[src/rtl/ex_muldiv_pkg.sv]
// -----------------------------------------------------------------------------
// ex_muldiv_pkg
// Shared definitions for the execute-stage multiply/divide unit: the four
// accepted ALU operation codes, the FSM state encoding, the legacy zero-word /
// register-bus constants and small opcode decode helpers.
// -----------------------------------------------------------------------------
package ex_muldiv_pkg;

    localparam logic [7:0] EXE_MULT_OP  = 8'b00011000;
    localparam logic [7:0] EXE_MULTU_OP = 8'b00011001;
    localparam logic [7:0] EXE_DIV_OP   = 8'b00011010;
    localparam logic [7:0] EXE_DIVU_OP  = 8'b00011011;

    // Register-bus width and zero word shared with the rest of the EX stage.
    localparam int          REG_BUS_W = 32;
    localparam logic [31:0] ZERO_WORD = 32'h0000_0000;

    typedef enum logic [1:0] {
        IDLE     = 2'd0,
        BUSY_MUL = 2'd1,
        BUSY_DIV = 2'd2,
        DONE     = 2'd3
    } state_e;

    function automatic logic is_muldiv_op(input logic [7:0] op);
        return (op == EXE_MULT_OP) || (op == EXE_MULTU_OP) ||
               (op == EXE_DIV_OP)  || (op == EXE_DIVU_OP);
    endfunction

    function automatic logic is_mul_op(input logic [7:0] op);
        return (op == EXE_MULT_OP) || (op == EXE_MULTU_OP);
    endfunction

    function automatic logic is_signed_op(input logic [7:0] op);
        return (op == EXE_MULT_OP) || (op == EXE_DIV_OP);
    endfunction

endpackage

[src/rtl/muldiv_sign_adj.sv]
// -----------------------------------------------------------------------------
// muldiv_sign_adj
// Conditional two's-complement negation. Used on entry to turn signed operands
// into magnitudes and on exit to restore the sign of the result.
//   i_value  W-bit input value
//   i_neg    1 = output the two's complement of i_value
//   o_value  W-bit result
// The most negative input negates to itself, which read as unsigned is exactly
// its magnitude 2^(W-1).
// -----------------------------------------------------------------------------
module muldiv_sign_adj #(
    parameter int W = 32
) (
    input  logic [W-1:0] i_value,
    input  logic         i_neg,
    output logic [W-1:0] o_value
);

    assign o_value = i_neg ? (~i_value + W'(1)) : i_value;

endmodule

[src/rtl/ex_muldiv.sv]
// -----------------------------------------------------------------------------
// ex_muldiv
// Iterative EX-stage multiply/divide unit (MULT/MULTU/DIV/DIVU) producing a
// HI/LO pair. One bit per cycle on unsigned magnitudes; sign fixed on exit.
//   clk, rst     clock, asynchronous active-high reset
//   start_i      request valid (held by ID/EX while stalled)
//   aluop_i      operation code, only the four mul/div codes are accepted
//   reg1_i       multiplicand / dividend
//   reg2_i       multiplier / divisor
//   annul_i      flush, aborts any operation and blocks acceptance
//   stallreq_o   combinational pipeline stall request
//   ready_o      result valid, one cycle (DONE state)
//   hi_o, lo_o   product high/low, or remainder/quotient
// -----------------------------------------------------------------------------
module ex_muldiv
    import ex_muldiv_pkg::*;
#(
    parameter int DATA_W = 32,
    parameter int CNT_W  = $clog2(DATA_W) + 1
) (
    input  logic              clk,
    input  logic              rst,
    input  logic              start_i,
    input  logic [7:0]        aluop_i,
    input  logic [DATA_W-1:0] reg1_i,
    input  logic [DATA_W-1:0] reg2_i,
    input  logic              annul_i,
    output logic              stallreq_o,
    output logic              ready_o,
    output logic [DATA_W-1:0] hi_o,
    output logic [DATA_W-1:0] lo_o
);

    state_e              r_state, w_next_state;
    logic [CNT_W-1:0]    r_cnt;
    logic [DATA_W-1:0]   r_acc_hi, r_acc_lo, r_opb;
    logic [DATA_W-1:0]   r_hi, r_lo;
    logic                r_neg_lo, r_neg_hi;

    logic                w_accept, w_signed_op, w_div_zero, w_busy, w_last;
    logic [DATA_W-1:0]   w_mag_a, w_mag_b;
    logic [DATA_W:0]     w_mul_sum, w_div_shift;
    logic                w_div_ge;
    logic [DATA_W-1:0]   w_div_diff;
    logic [DATA_W-1:0]   w_step_hi, w_step_lo;
    logic [2*DATA_W-1:0] w_prod_adj, w_result;
    logic [DATA_W-1:0]   w_quo_adj, w_rem_adj;

    assign w_signed_op = is_signed_op(aluop_i);
    assign w_div_zero  = (reg2_i == '0);
    assign w_accept    = (r_state == IDLE) && start_i && is_muldiv_op(aluop_i) && !annul_i;
    assign w_busy      = (r_state == BUSY_MUL) || (r_state == BUSY_DIV);
    assign w_last      = (r_cnt == CNT_W'(DATA_W - 1));

    // Operand entry: magnitudes of the incoming operands.
    muldiv_sign_adj #(.W(DATA_W)) u_mag_a (
        .i_value (reg1_i),
        .i_neg   (w_signed_op && reg1_i[DATA_W-1]),
        .o_value (w_mag_a)
    );
    muldiv_sign_adj #(.W(DATA_W)) u_mag_b (
        .i_value (reg2_i),
        .i_neg   (w_signed_op && reg2_i[DATA_W-1]),
        .o_value (w_mag_b)
    );

    // Shift-add step: LO holds the remaining multiplier bits, HI the partial
    // sum; the add carry shifts down into HI's MSB.
    assign w_mul_sum = {1'b0, r_acc_hi} + {1'b0, (r_acc_lo[0] ? r_opb : '0)};

    // Restoring step: shift {rem, quo} left by one, subtract when it fits.
    // When it fits the true difference is below 2^DATA_W, so the low bits
    // of the subtraction are exact.
    assign w_div_shift = {r_acc_hi, r_acc_lo[DATA_W-1]};
    assign w_div_ge    = (w_div_shift >= {1'b0, r_opb});
    assign w_div_diff  = w_div_shift[DATA_W-1:0] - r_opb;

    always_comb begin
        // NOTE: every always_comb output gets a default first so no path
        // leaves it unassigned and infers a latch.
        w_step_hi = w_div_ge ? w_div_diff : w_div_shift[DATA_W-1:0];
        w_step_lo = {r_acc_lo[DATA_W-2:0], w_div_ge};
        if (r_state == BUSY_MUL) begin
            w_step_hi = w_mul_sum[DATA_W:1];
            w_step_lo = {w_mul_sum[0], r_acc_lo[DATA_W-1:1]};
        end
    end

    // Result exit: the final step's value is sign-corrected on its way into
    // hi_o/lo_o, so no extra correction cycle is needed.
    muldiv_sign_adj #(.W(2*DATA_W)) u_adj_prod (
        .i_value ({w_step_hi, w_step_lo}),
        .i_neg   (r_neg_lo),
        .o_value (w_prod_adj)
    );
    muldiv_sign_adj #(.W(DATA_W)) u_adj_quo (
        .i_value (w_step_lo),
        .i_neg   (r_neg_lo),
        .o_value (w_quo_adj)
    );
    muldiv_sign_adj #(.W(DATA_W)) u_adj_rem (
        .i_value (w_step_hi),
        .i_neg   (r_neg_hi),
        .o_value (w_rem_adj)
    );

    assign w_result = (r_state == BUSY_MUL) ? w_prod_adj : {w_rem_adj, w_quo_adj};

    // State register.
    always_ff @(posedge clk or posedge rst) begin
        // NOTE: sequential state uses non-blocking assignments so every
        // register samples pre-edge values regardless of block order.
        if (rst) r_state <= IDLE;
        else     r_state <= w_next_state;
    end

    // Next-state logic; annul overrides everything except reset.
    always_comb begin
        w_next_state = r_state;
        if (annul_i) begin
            w_next_state = IDLE;
        end else begin
            case (r_state)
                IDLE: begin
                    if (w_accept) begin
                        if (is_mul_op(aluop_i)) w_next_state = BUSY_MUL;
                        else if (w_div_zero)    w_next_state = DONE;
                        else                    w_next_state = BUSY_DIV;
                    end
                end
                BUSY_MUL, BUSY_DIV: if (w_last) w_next_state = DONE;
                DONE:               w_next_state = IDLE;
                default:            w_next_state = IDLE;
            endcase
        end
    end

    // Outputs. DONE drops the stall so the pipeline advances at its end.
    always_comb begin
        ready_o    = (r_state == DONE);
        stallreq_o = !annul_i && (w_accept || w_busy);
    end

    // Datapath.
    always_ff @(posedge clk or posedge rst) begin
        // NOTE: these are plain registers, so all of them are reset; a large
        // storage array would be left unreset instead.
        if (rst) begin
            r_cnt    <= '0;
            r_acc_hi <= '0;
            r_acc_lo <= '0;
            r_opb    <= '0;
            r_neg_lo <= 1'b0;
            r_neg_hi <= 1'b0;
            r_hi     <= '0;
            r_lo     <= '0;
        end else if (w_accept) begin
            r_cnt    <= '0;
            r_acc_hi <= '0;
            r_acc_lo <= w_mag_a;
            r_opb    <= w_mag_b;
            r_neg_lo <= w_signed_op && (reg1_i[DATA_W-1] ^ reg2_i[DATA_W-1]);
            r_neg_hi <= w_signed_op && reg1_i[DATA_W-1];
            // Divide by zero skips iteration: dividend as given, all-ones quotient.
            if (!is_mul_op(aluop_i) && w_div_zero) begin
                r_hi <= reg1_i;
                r_lo <= '1;
            end
        end else if (w_busy && !annul_i) begin
            r_cnt    <= r_cnt + CNT_W'(1);
            r_acc_hi <= w_step_hi;
            r_acc_lo <= w_step_lo;
            if (w_last) begin
                r_hi <= w_result[2*DATA_W-1:DATA_W];
                r_lo <= w_result[DATA_W-1:0];
            end
        end
    end

    assign hi_o = r_hi;
    assign lo_o = r_lo;

endmodule

[config.mk]
export PLATFORM = sky130hd
export DESIGN_NAME = ex_muldiv
export DESIGN_NICKNAME = d
export VERILOG_FILES = /design/src/rtl/ex_muldiv_pkg.sv /design/src/rtl/muldiv_sign_adj.sv /design/src/rtl/ex_muldiv.sv
export SDC_FILE = /design/constraint.sdc
export NUM_CORES = 1
export LEC_CHECK = 0
export BUFFER_PORTS_ARGS = -buffer_cell sky130_fd_sc_hd__buf_2
export CAP_MARGIN = 40
export CORE_AREA = 2 2 200 202
export DETAILED_ROUTE_END_ITERATION = 12
export DIE_AREA = 0 0 202 204
export SYNTH_ARGS = -nofsm -noshare
export SYNTH_HDL_FRONTEND = slang
export SYNTH_HIERARCHICAL = 1
export SYNTH_SLANG_ARGS = --single-unit
[constraint.sdc]
create_clock -name clk -period 5.6 [get_ports clk]
set_clock_uncertainty 0.15 [all_clocks]
set_input_delay 0.28 -clock clk [delete_from_list [all_inputs] [get_ports clk]]
set_output_delay 0.28 -clock clk [all_outputs]
set_load 0.02 [all_outputs]
# Word-level counts from Yosys, hierarchy flattened
# Index checks and enable logic that the tools add are counted.
[classes]
addsub = 8
magnitude_cmp = 1
n_eq_ne = 11
muxes = 30
n_bitwise = 6
reduce_logical = 24
[ops]
columns = ["op", "n"]
rows = [
  ["$mux W32", 20],
  ["$add A32 B1 Y32 const B", 4],
  ["$mux W64", 2],
  ["$not A32 Y32", 4],
  ["$add A64 B1 Y64 const B", 1],
  ["$not A64 Y64", 1],
  ["$add A32 B32 Y33", 1],
  ["$ge A33 B32 Y1", 1],
  ["$eq A8 B5 Y1 const B", 4],
  ["$logic_not A32 Y1", 1],
  ["$sub A32 B32 Y32", 1],
  ["$mux W6", 2],
  ["$logic_and A1 B1 Y1", 9],
  ["$mux W2", 4],
  ["$add A6 B1 Y6 const B", 1],
  ["$eq A6 B5 Y1 const B", 1],
  ["$logic_or A1 B1 Y1", 6],
  ["$ne A3 B3 Y1 const B", 2],
  ["$pmux W2 S3", 1],
  ["$eq A2 B2 Y1 const B", 2],
  ["$reduce_bool A2 Y1", 2],
  ["$reduce_and A3 Y1", 1],
  ["$eq A2 B1 Y1 const B", 1],
  ["$logic_not A1 Y1", 2],
  ["6 further kinds", 6],
]
[totals]
ff_bits = 170
out_inout_bits = 66
wordCells = 89

# Depth between registers and ports, before layout
# Gate-level depths: netlist (run 1).
[depth]
depth_word = 10
ltp_mapped = 23
mapped_depth_nobuf = 22

# By module
# The synthesis (run 1) kept the hierarchy.
[by_module_without_submodules]
columns = ["module", "n_inst", "cells_each", "area_each_um2", "seq_area_each_um2"]
rows = [
  ["ex_muldiv", 1, 1441, 12693.4, 4254.1],
  ["muldiv_sign_adj at u_adj_quo ...", 4, 99, 777.0, 0.0],
  ["muldiv_sign_adj at u_adj_prod", 1, 206, 1649.1, 0.0],
]

# Worst setup path before layout (run 1)
# OpenSTA, ideal clock, no wires.
[synth_timing]
path_kind = "register -> register"
startpoint = "register r_acc_lo[0]"
endpoint = "register r_hi[31], in the netlist hi_o[31]"
setup_time_ns = 0.083
arrival_ns = 4.727
required_ns = 5.367
path_slack_ns = 0.641
stages_incl_launch_ff = 23
period_less_slack_ns = 4.959
cell_sequence = "dfrtp_1 > clkbuf_1 > and2_1 > ha_1 > fa_1 > a21oi_1 > o21ai_0 > a21o_1 > nand4_1 > nand4_1 > a311oi_1 > xnor2_1 > nand2_1 > o21ai_0 > or4_4 > or3_1 > or4_1 > o31ai_1 > xnor2_1 > mux2i_1 > nand2_1 > o21ai_0 > o21ai_0"
[synth_between]
elab_chain_cells = 10
elab_cells_between_ends = 14
classes_between = "add/sub: 3; mux: 9; bitwise: 2"
[synth_rtl]
columns = ["item", "line", "source"]
rows = [
  ["start, declared", "ex_muldiv.sv:36", "logic [DATA_W-1:0] r_acc_hi, r_acc_lo, r_opb;"],
  ["start signal, assigned", "ex_muldiv.sv:160", "r_acc_lo <= w_mag_a;"],
  ["start signal, assigned", "ex_muldiv.sv:172", "r_acc_lo <= w_step_lo;"],
  ["$mux W32", "ex_muldiv.sv:69", "assign w_mul_sum = {1'b0, r_acc_hi} + {1'b0, (r_acc_lo[0] ? r_opb : '0)};"],
  ["$add A32 B32 Y33", "ex_muldiv.sv:69", ""],
  ["$mux W32", "ex_muldiv.sv:83", "if (r_state == BUSY_MUL) begin"],
  ["via w_step_hi[25]", "ex_muldiv.sv:45", "logic [DATA_W-1:0] w_step_hi, w_step_lo;"],
  ["$not A64 Y64", "muldiv_sign_adj.sv:19", "assign o_value = i_neg ? (~i_value + W'(1)) : i_value;"],
  ["$add A64 B1 Y64", "muldiv_sign_adj.sv:19", ""],
  ["$mux W64", "muldiv_sign_adj.sv:19", ""],
  ["via w_prod_adj[63]", "ex_muldiv.sv:46", "logic [2*DATA_W-1:0] w_prod_adj, w_result;"],
  ["$mux W64", "ex_muldiv.sv:107", "assign w_result = (r_state == BUSY_MUL) ? w_prod_adj : {w_rem_adj, w_quo_adj};"],
  ["$mux W32", "ex_muldiv.sv:173", "if (w_last) begin"],
  ["$mux W32", "ex_muldiv.sv:169", "end else if (w_busy && !annul_i) begin"],
  ["$mux W32", "ex_muldiv.sv:157", "end else if (w_accept) begin"],
  ["end signal, assigned", "ex_muldiv.sv:166", "r_hi <= reg1_i;"],
  ["end signal, assigned", "ex_muldiv.sv:174", "r_hi <= w_result[2*DATA_W-1:DATA_W];"],
  ["end, declared", "ex_muldiv.sv:37", "logic [DATA_W-1:0] r_hi, r_lo;"],
]
# The timed path passes the listed nets, and every way through them passes these cells. The select of a mux whose other input is x is not followed.
# A chain may end at the register's enable or synchronous reset.

# Worst setup path in the final report (run 1)
[layout_timing]
startpoint = "register r_acc_hi[0]"
endpoint = "register r_hi[28], in the netlist hi_o[28]"
[layout_between]
elab_chain_cells = 10
elab_cells_between_ends = 16
classes_between = "add/sub: 4; order compare: 1; mux: 9; bitwise: 2"
[layout_rtl]
columns = ["item", "line", "source"]
rows = [
  ["start, declared", "ex_muldiv.sv:36", ""],
  ["start signal, assigned", "ex_muldiv.sv:171", "r_acc_hi <= w_step_hi;"],
  ["$ge A33 B32 Y1", "ex_muldiv.sv:75", "assign w_div_ge = (w_div_shift >= {1'b0, r_opb});"],
  ["$mux W32", "ex_muldiv.sv:81", "w_step_hi = w_div_ge ? w_div_diff : w_div_shift[DATA_W-1:0];"],
  ["$mux W32 (*)", "ex_muldiv.sv:83", ""],
  ["via w_step_hi[0]", "ex_muldiv.sv:45", ""],
  ["$not A64 Y64 (*)", "muldiv_sign_adj.sv:19", ""],
  ["$add A64 B1 Y64 (*)", "muldiv_sign_adj.sv:19", ""],
  ["$mux W64 (*)", "muldiv_sign_adj.sv:19", ""],
  ["via w_prod_adj[60]", "ex_muldiv.sv:46", ""],
  ["$mux W64 (*)", "ex_muldiv.sv:107", ""],
  ["$mux W32 (*)", "ex_muldiv.sv:173", ""],
  ["$mux W32 (*)", "ex_muldiv.sv:169", ""],
  ["$mux W32 (*)", "ex_muldiv.sv:157", ""],
]
# The timed path passes the listed nets; every way through them passes the cells marked *. The select of a mux whose other input is x is not followed.

==> results of run 1 <==
## area by class of cell
cell class | instances | area share (%)
Inverter | 62 | 1.20
Clock inverter | 12 | 0.582
Timing Repair Buffer | 232 | 7.64
Clock buffer | 20 | 2.26
Sequential cell | 170 | 21.5
Tap cell | 525 | 3.32
Multi-Input combinational cell | 1697 | 63.5
## path summary, 6_finish.rpt
path                              to  depth (start not counted)  slack, ns
max in group asynchronous  r_opb[28]                          4       3.93
hold reg to reg             lo_o[21]                          1       0.32
hold / removal             r_opb[10]                          4       0.02
setup reg to reg            hi_o[28]                         19       0.32
min in group asynchronous   hi_o[20]                          3       0.34
setup / recovery            hi_o[28]                         19       0.32
## kinds of logic (layout without fill, tap and decap cells)
kind of cell	Yosys count	after routing	synth area share (%)
compound gates	636	636	25.9
flops	170	170	24.4
fa+ha+maj	76	76	5.54
simple gates	623	623	20.8
xor+xnor	236	236	11.8
mux	126	126	7.48
buf+inv	176	326	4.09
## critical path: stages, from the launching register on
cell      delay (ns)
dfrtp_1         0.47
ha_1            0.34
nor2b_1         0.15
o31a_1          0.30
o311ai_4        0.33
o211ai_2        0.17
nand4_4         0.19
and2_1          0.22
buf_4           0.14
o21ai_0         0.11
mux2_2          0.35
or4_4           0.59
or3_4           0.43
or3_4           0.43
o41ai_4         0.24
xnor2_1         0.15
mux2i_1         0.09
nand2_1         0.09
o21ai_0         0.09
o21ai_0         0.16
## placed cells by master (no fill, tap or decap), types with 45 or more instances in the layout
master | Yosys | layout
nand2_1 | 227 | 227
xnor2_1 | 215 | 215
o21ai_0 | 191 | 190
dfrtp_1 | 170 | 168
buf_2 | 13 | 141
a21oi_1 | 110 | 107
mux2i_1 | 91 | 91
buf_4 | 6 | 79
ha_1 | 74 | 72
inv_1 | 61 | 60
o31ai_1 | 60 | 60
a21o_1 | 51 | 51
and2_1 | 46 | 46
nor2_1 | 47 | 46
and3_1 | 45 | 45
## cell usage after synthesis (14+ instances only)
cell type | instances | share of area [%]
nand2_1 | 227 | 4.9
xnor2_1 | 215 | 11
o21ai_0 | 191 | 5.5
dfrtp_1 | 170 | 24
a21oi_1 | 110 | 3.2
mux2i_1 | 91 | 5.2
clkbuf_1 | 81 | 1.7
ha_1 | 74 | 5.3
inv_1 | 61 | 1.3
o31ai_1 | 60 | 2.6
a21o_1 | 51 | 2.2
nor2_1 | 47 | 1.0
and2_1 | 46 | 1.6
and3_1 | 45 | 1.6
a221o_1 | 35 | 2.0
mux2_2 | 34 | 2.2
nand3_1 | 34 | 0.98
nor3_1 | 31 | 0.89
nand4_1 | 29 | 1.0
o41ai_1 | 29 | 1.5
a22o_1 | 26 | 1.3
nand2b_1 | 24 | 0.86
nor4_1 | 24 | 0.86
xor2_1 | 21 | 1.1
o41ai_2 | 20 | 1.9
nor4_4 | 17 | 2.1
or3_1 | 17 | 0.61
o21a_1 | 14 | 0.60
## sequential cells by signal, summed over array words and instances (netlist names)
name	count
r_state	2
lo_o	32
r_neg_hi	1
hi_o	32
r_neg_lo	1
r_acc_lo	32
r_opb	32
r_cnt	6
r_acc_hi	32
## metal layers
layer	wire, um	up-vias
met2	24500	524
met4	954	2
met5	17	-
li1	-	7862
met1	27800	7901
met3	3430	50
## stage by stage
| stage | util (%) | worst slack (ns) |
|---|---|---|
| after floorplan | - | 0.567 |
| after global placement | 48.6 | 0.349 |
| after detailed placement | 48.8 | 0.312 |
| after CTS | 50.3 | 0.294 |
| after global routing | 50.5 | 0.00911 |
| final | 50.5 | 0.323 |
## repair_timing
item / CTS / global route
hold endpoints to repair: 83 / 0
hold buffers: 2 / 0
setup endpoints to repair: 0 / 9
setup buffers: 0 / 5
resized for setup: 0 / 6
## power by group through the flow
stage | registers [mW] | clock network, mW | logic [mW]
floorplan | 1.59 | 0 | 4.35
global placement | 1.70 | 0 | 6.10
detailed placement | 1.70 | 0 | 6.17
CTS | 1.68 | 1.22 | 6.19
global route | 1.72 | 1.27 | 6.83
finish | 1.70 | 1.19 | 6.29
==> impl_metrics.py, run 1 <==
metrics = {
    "run_status": {
        "outcome": "finished, final reports clean",
    },
    "setup_path": {
        "r2r_start": "r_acc_hi[0]",
        "end_kind": "flop",
        "cp_max_fo": 5,
        "crit_start": "r_acc_hi[0]",
        "required_ns": 5.83,
        "crit_path_start_kind": "flop",
        "path_class": "reg -> reg",
        "critical_path_arrival_ns": 5.51,
    },
    "yosys": {
        "ys_types": 93,
        "synth_seq_cells": 170,
        "yosys_warnings": 6,
        "postSynth.asyncResetShare_pct": 100,
        "synth_area_per_cell_um2": 8.54,
        "synth_nets": 2195,
        "ys.flop_type": "dfrtp_1",
        "syn_area_um2": 17500,
        "synth_edf_count": 0,
        "yosysSeqAreaShare_pct": 24.4,
        "synthCells": 2043,
    },
    "clock_network": {
        "cts_buffer_depth": 2,
        "cts_buffers": 17,
        "cts_sinks": 170,
        "htree_num_levels": 4,
        "cts_tree": "done",
        "clockRootBuffer": "clkbuf_16",
        "clk_pin_slew_ns": 0.07,
        "clock_latency_ns": 0.47,
    },
    "die": {
        "fp-row-count": 73,
        "coreArea_um2": 39200,
        "die_h_um": 204,
        "die_x_um": 202,
        "num_io_pins": 142,
        "dieArea_um2": 41200,
        "start_util_pct": 44.5,
    },
    "cells_and_area": {
        "layout-drive-gt1-share_pct": 18.8,
        "nFillCells": 3867,
        "fin_cells": 2718,
        "layout.nets": 2332,
        "multi_input_area_um2": 12600,
        "diodes": 0,
        "final_area_um2": 19800,
        "seqCellArea_um2": 4260,
        "areaGrowthSynthToFinish_pct": 13.3,
    },
    "sta": {
        "tightest_slew_ns": 0.843,
        "drv_slew": 0,
        "hold_viol_final": 0,
        "setup_viol": 0,
        "fmax_mhz": 190,
        "period_share_pct": 94.2,
        "tns_ns": 0,
        "rsz0062_at_grt": "false",
        "hold_slack_ns": 0.0203,
        "max_slew_margin_pct": 43.8,
        "period_needed_ns": 5.28,
    },
    "global_routing": {
        "met1_usage_pct": 40.7,
        "grtUsageMet3_pct": 3.67,
        "top_usage_layer": "met2",
        "grt_util_met2_pct": 41.7,
        "grt_max_degree": 129,
        "grt_pass1_vias": 15300,
        "gr-usage-all-layers_pct": 27.4,
        "antenna_found_initial": 1,
        "grt_first_pass_wirelength_um": 88700,
        "overflow": 0,
    },
    "route": {
        "dr.pass1.iters": 6,
        "ant_nets": 0,
        "via_count": 16300,
        "route.detailed.drc": 0,
        "wl_per_cell_um": 20.9,
        "avgViaCountPerCell": 6.01,
        "initialDrtViolationCount": 1254,
        "wirelength_um": 56700,
    },
    "placed_design": {
        "place_congestion": 0.923,
        "placed_area_um2": 19100,
        "dp_hpwl_um": 44400,
        "placedCellCount": 2679,
        "io_buffers": 141,
    },
    "hold_path": {
        "worstHoldStart": "reg2_i[10]",
        "hold_class": "in -> reg",
    },
    "pwr": {
        "intPower_mw": 4.51,
        "p_switching_mw": 4.67,
        "irDropWorstVdd_v": 0.000264,
        "p_total_mw": 9.17,
        "seq_power_share_pct": 18.5,
        "pwr-share-clk_pct": 13.0,
        "p_sw_share_pct": 50.9,
        "power_density_nw_per_um2": 464,
        "power.leakage_nw": 8.64,
        "combPwrFrac_pct": 68.6,
    },
    "job": {
        "cap_violations": 0,
    },
}
Note: power is estimated with default switching activity, not from simulation.
==> inputs of run 2 (changes only) <==
CORE_AREA = 2 2 174 176   (was 2 2 200 202)
DIE_AREA = 0 0 176 178   (was 0 0 202 204)
PLACE_DENSITY = 0.79   (was default)
==> run 2 against run 1 <==
Net effect:
- utilization up 17 points
- combinational power up 1%
- sequential share of layout area up 0.070 points
- worst setup slack worse by 0.15 ns
- highest routed layer is now met4
- clock power up 6%
==> impl_metrics.py, run 2 (synthesized netlist as in run 1, its figures left out) <==
metrics = {
    "clock_network": {
        "cts_sinks": 170,
        "cts_buffer_depth": 2,
        "clockRootBuffer": "clkbuf_16",
        "htree_num_levels": 4,
        "clk_pin_slew_ns": 0.08,
        "clock_latency_ns": 0.45,
        "post-cts-setup-buffers": 0,
        "cts_tree": "done",
        "cts_buffers": 17,
    },
    "setup_path": {
        "critical-path-max-stage-delay_ns": 0.70,
        "cp_top_family": "simple AND/OR/NAND/NOR gates",
        "crit_top_cell": "o21ai_0",
        "end_kind": "flop",
        "cp_max_fo": 12,
        "crit_path_start_kind": "flop",
        "r2r_start": "r_acc_hi[1]",
        "crit_start": "r_acc_hi[1]",
        "path_class": "reg -> reg",
        "cp_cell_sequence": "ha_1 > o21a_1 > o31a_1 > o311ai_4 > o211ai_2 > nand4_4 > and2_2 > o21ai_0 > mux2_2 > or4_2 > nor3_1 > buf_4 > nand3_2 > buf_4 > o41ai_2 > xnor2_1 > mux2i_1 > nand2_1 > o21ai_0 > o21ai_0",
        "required_ns": 5.78,
        "cp_slowest_cell": "or4_2",
        "critical_path_arrival_ns": 5.60,
        "critPathBufInv": 2,
    },
    "cells_and_area": {
        "layout_common_cells": "nand2_1 (227), xnor2_1 (215), o21ai_0 (189)",
        "diodes": 0,
        "layout-drive-gt1-share_pct": 19.5,
        "mostFrequentLayoutCell": "nand2_1",
        "final_area_um2": 19700,
        "utilization_pct": 67.0,
        "layout.nets": 2343,
        "areaGrowthSynthToFinish_pct": 13.0,
        "nFillCells": 2478,
    },
    "global_routing": {
        "gr-usage-all-layers_pct": 36.0,
        "grt_max_degree": 106,
        "overflow": 0,
        "grt_first_pass_wirelength_um": 89300,
        "antenna_found_initial": 0,
        "grt_pass1_vias": 16200,
    },
    "sta": {
        "period_share_pct": 96.9,
        "rsz0062_at_grt": "true",
        "setup_viol": 0,
        "hold_viol_final": 0,
        "max_slew_margin_pct": 36.0,
        "period_needed_ns": 5.43,
        "tightest_slew_ns": 0.961,
        "drv_slew": 0,
        "hold_slack_ns": 0.0103,
        "tns_ns": 0,
        "fmax_mhz": 184,
    },
    "die": {
        "die_h_um": 178,
        "coreArea_um2": 29400,
        "dieArea_um2": 31300,
        "start_util_pct": 59.4,
        "die_x_um": 176,
        "fp-row-count": 63,
        "num_io_pins": 142,
    },
    "run_status": {
        "outcome": "finished, final reports clean",
    },
    "route": {
        "via_count": 17200,
        "dr.pass1.iters": 5,
        "initialDrtViolationCount": 1793,
        "wirelength_um": 57200,
        "route.detailed.drc": 0,
        "ant_nets": 0,
        "avgViaCountPerCell": 6.62,
        "wl_per_cell_um": 22.1,
    },
    "hold_path": {
        "hold_class": "in -> reg",
        "worstHoldStart": "reg2_i[0]",
    },
    "job": {
        "cap_violations": 0,
    },
    "pwr": {
        "power_density_nw_per_um2": 472,
        "irDropWorstVdd_v": 0.000392,
        "power.leakage_nw": 8.72,
    },
    "placed_design": {
        "place_congestion": 0.957,
        "dp_hpwl_um": 43400,
        "placed_area_um2": 19100,
        "io_buffers": 141,
    },
}
==> run 2: per-layer routing <==
metal / track usage [%] / vias up / wire length (um)
met5: 0 / - / 0
met4: 14.7 / 0 / 2360
met3: 5.29 / 154 / 4710
met2: 56.1 / 855 / 25200
met1: 50.3 / 8281 / 24900
li1: - / 7883 / -
==> run 2: report_power, final <==
part	total (mW)	internal [mW]	switching, mW
sequential	1.67	1.44	0.231
combinational	6.38	2.44	3.94
clock	1.26	0.611	0.646
==> run 2: final timing paths <==
| kind | end | slack (ns) | depth (start not counted) |
|---|---|---|---|
| worst max register to register | hi_o[21] | 0.17 | 20 |
| min in group asynchronous | r_opb[27] | 0.09 | 3 |
| worst min register to register | lo_o[21] | 0.33 | 1 |
| worst min-delay path | r_opb[0] | 0.01 | 3 |
| max in group asynchronous | r_neg_lo | 3.88 | 5 |
| worst max-delay path | hi_o[21] | 0.17 | 20 |
==> run 2: final cells by class <==
class | count | area (um^2) | area share (%)
Clock inverter | 14 | 151 | 0.768
Tap cell | 390 | 488 | 2.48
Timing Repair Buffer | 243 | 1580 | 8.01
Multi-Input combinational cell | 1697 | 12600 | 63.7
Sequential cell | 170 | 4260 | 21.6
Clock buffer | 18 | 439 | 2.23
Inverter | 62 | 238 | 1.21
==> run 2: timing repair <==
item | 4_1_cts | 5_1_grt
setup endpoints to repair | 0 | 15
resized for setup | 0 | 9
endpoints found under the hold margin | 125 | 0
hold buffers | 1 | 0
==> run 2: worst register-to-register path: stages, from the launching register on <==
cell and delay (ns):
dfrtp_1 0.46, ha_1 0.42, o21a_1 0.21, o31a_1 0.17, o311ai_4 0.33, o211ai_2 0.18
nand4_4 0.19, and2_2 0.34, o21ai_0 0.12, mux2_2 0.33, or4_2 0.70, nor3_1 0.24
buf_4 0.17, nand3_2 0.07, buf_4 0.20, o41ai_2 0.27, xnor2_1 0.14, mux2i_1 0.32
nand2_1 0.09, o21ai_0 0.11, o21ai_0 0.10
==> run 2: metrics by stage <==
| step | std cells | power [mW] | setup WS (ns) |
|---|---|---|---|
| after CTS | 2594 | 9.13 | 0.174 |
| after floorplan | 2043 | 5.94 | 0.567 |
| after detailed placement | 2561 | 7.85 | 0.186 |
| final | 2594 | 9.31 | 0.175 |
| after global routing | 2594 | 9.81 | -0.0906 |
| after global placement | 2556 | 7.73 | 0.374 |
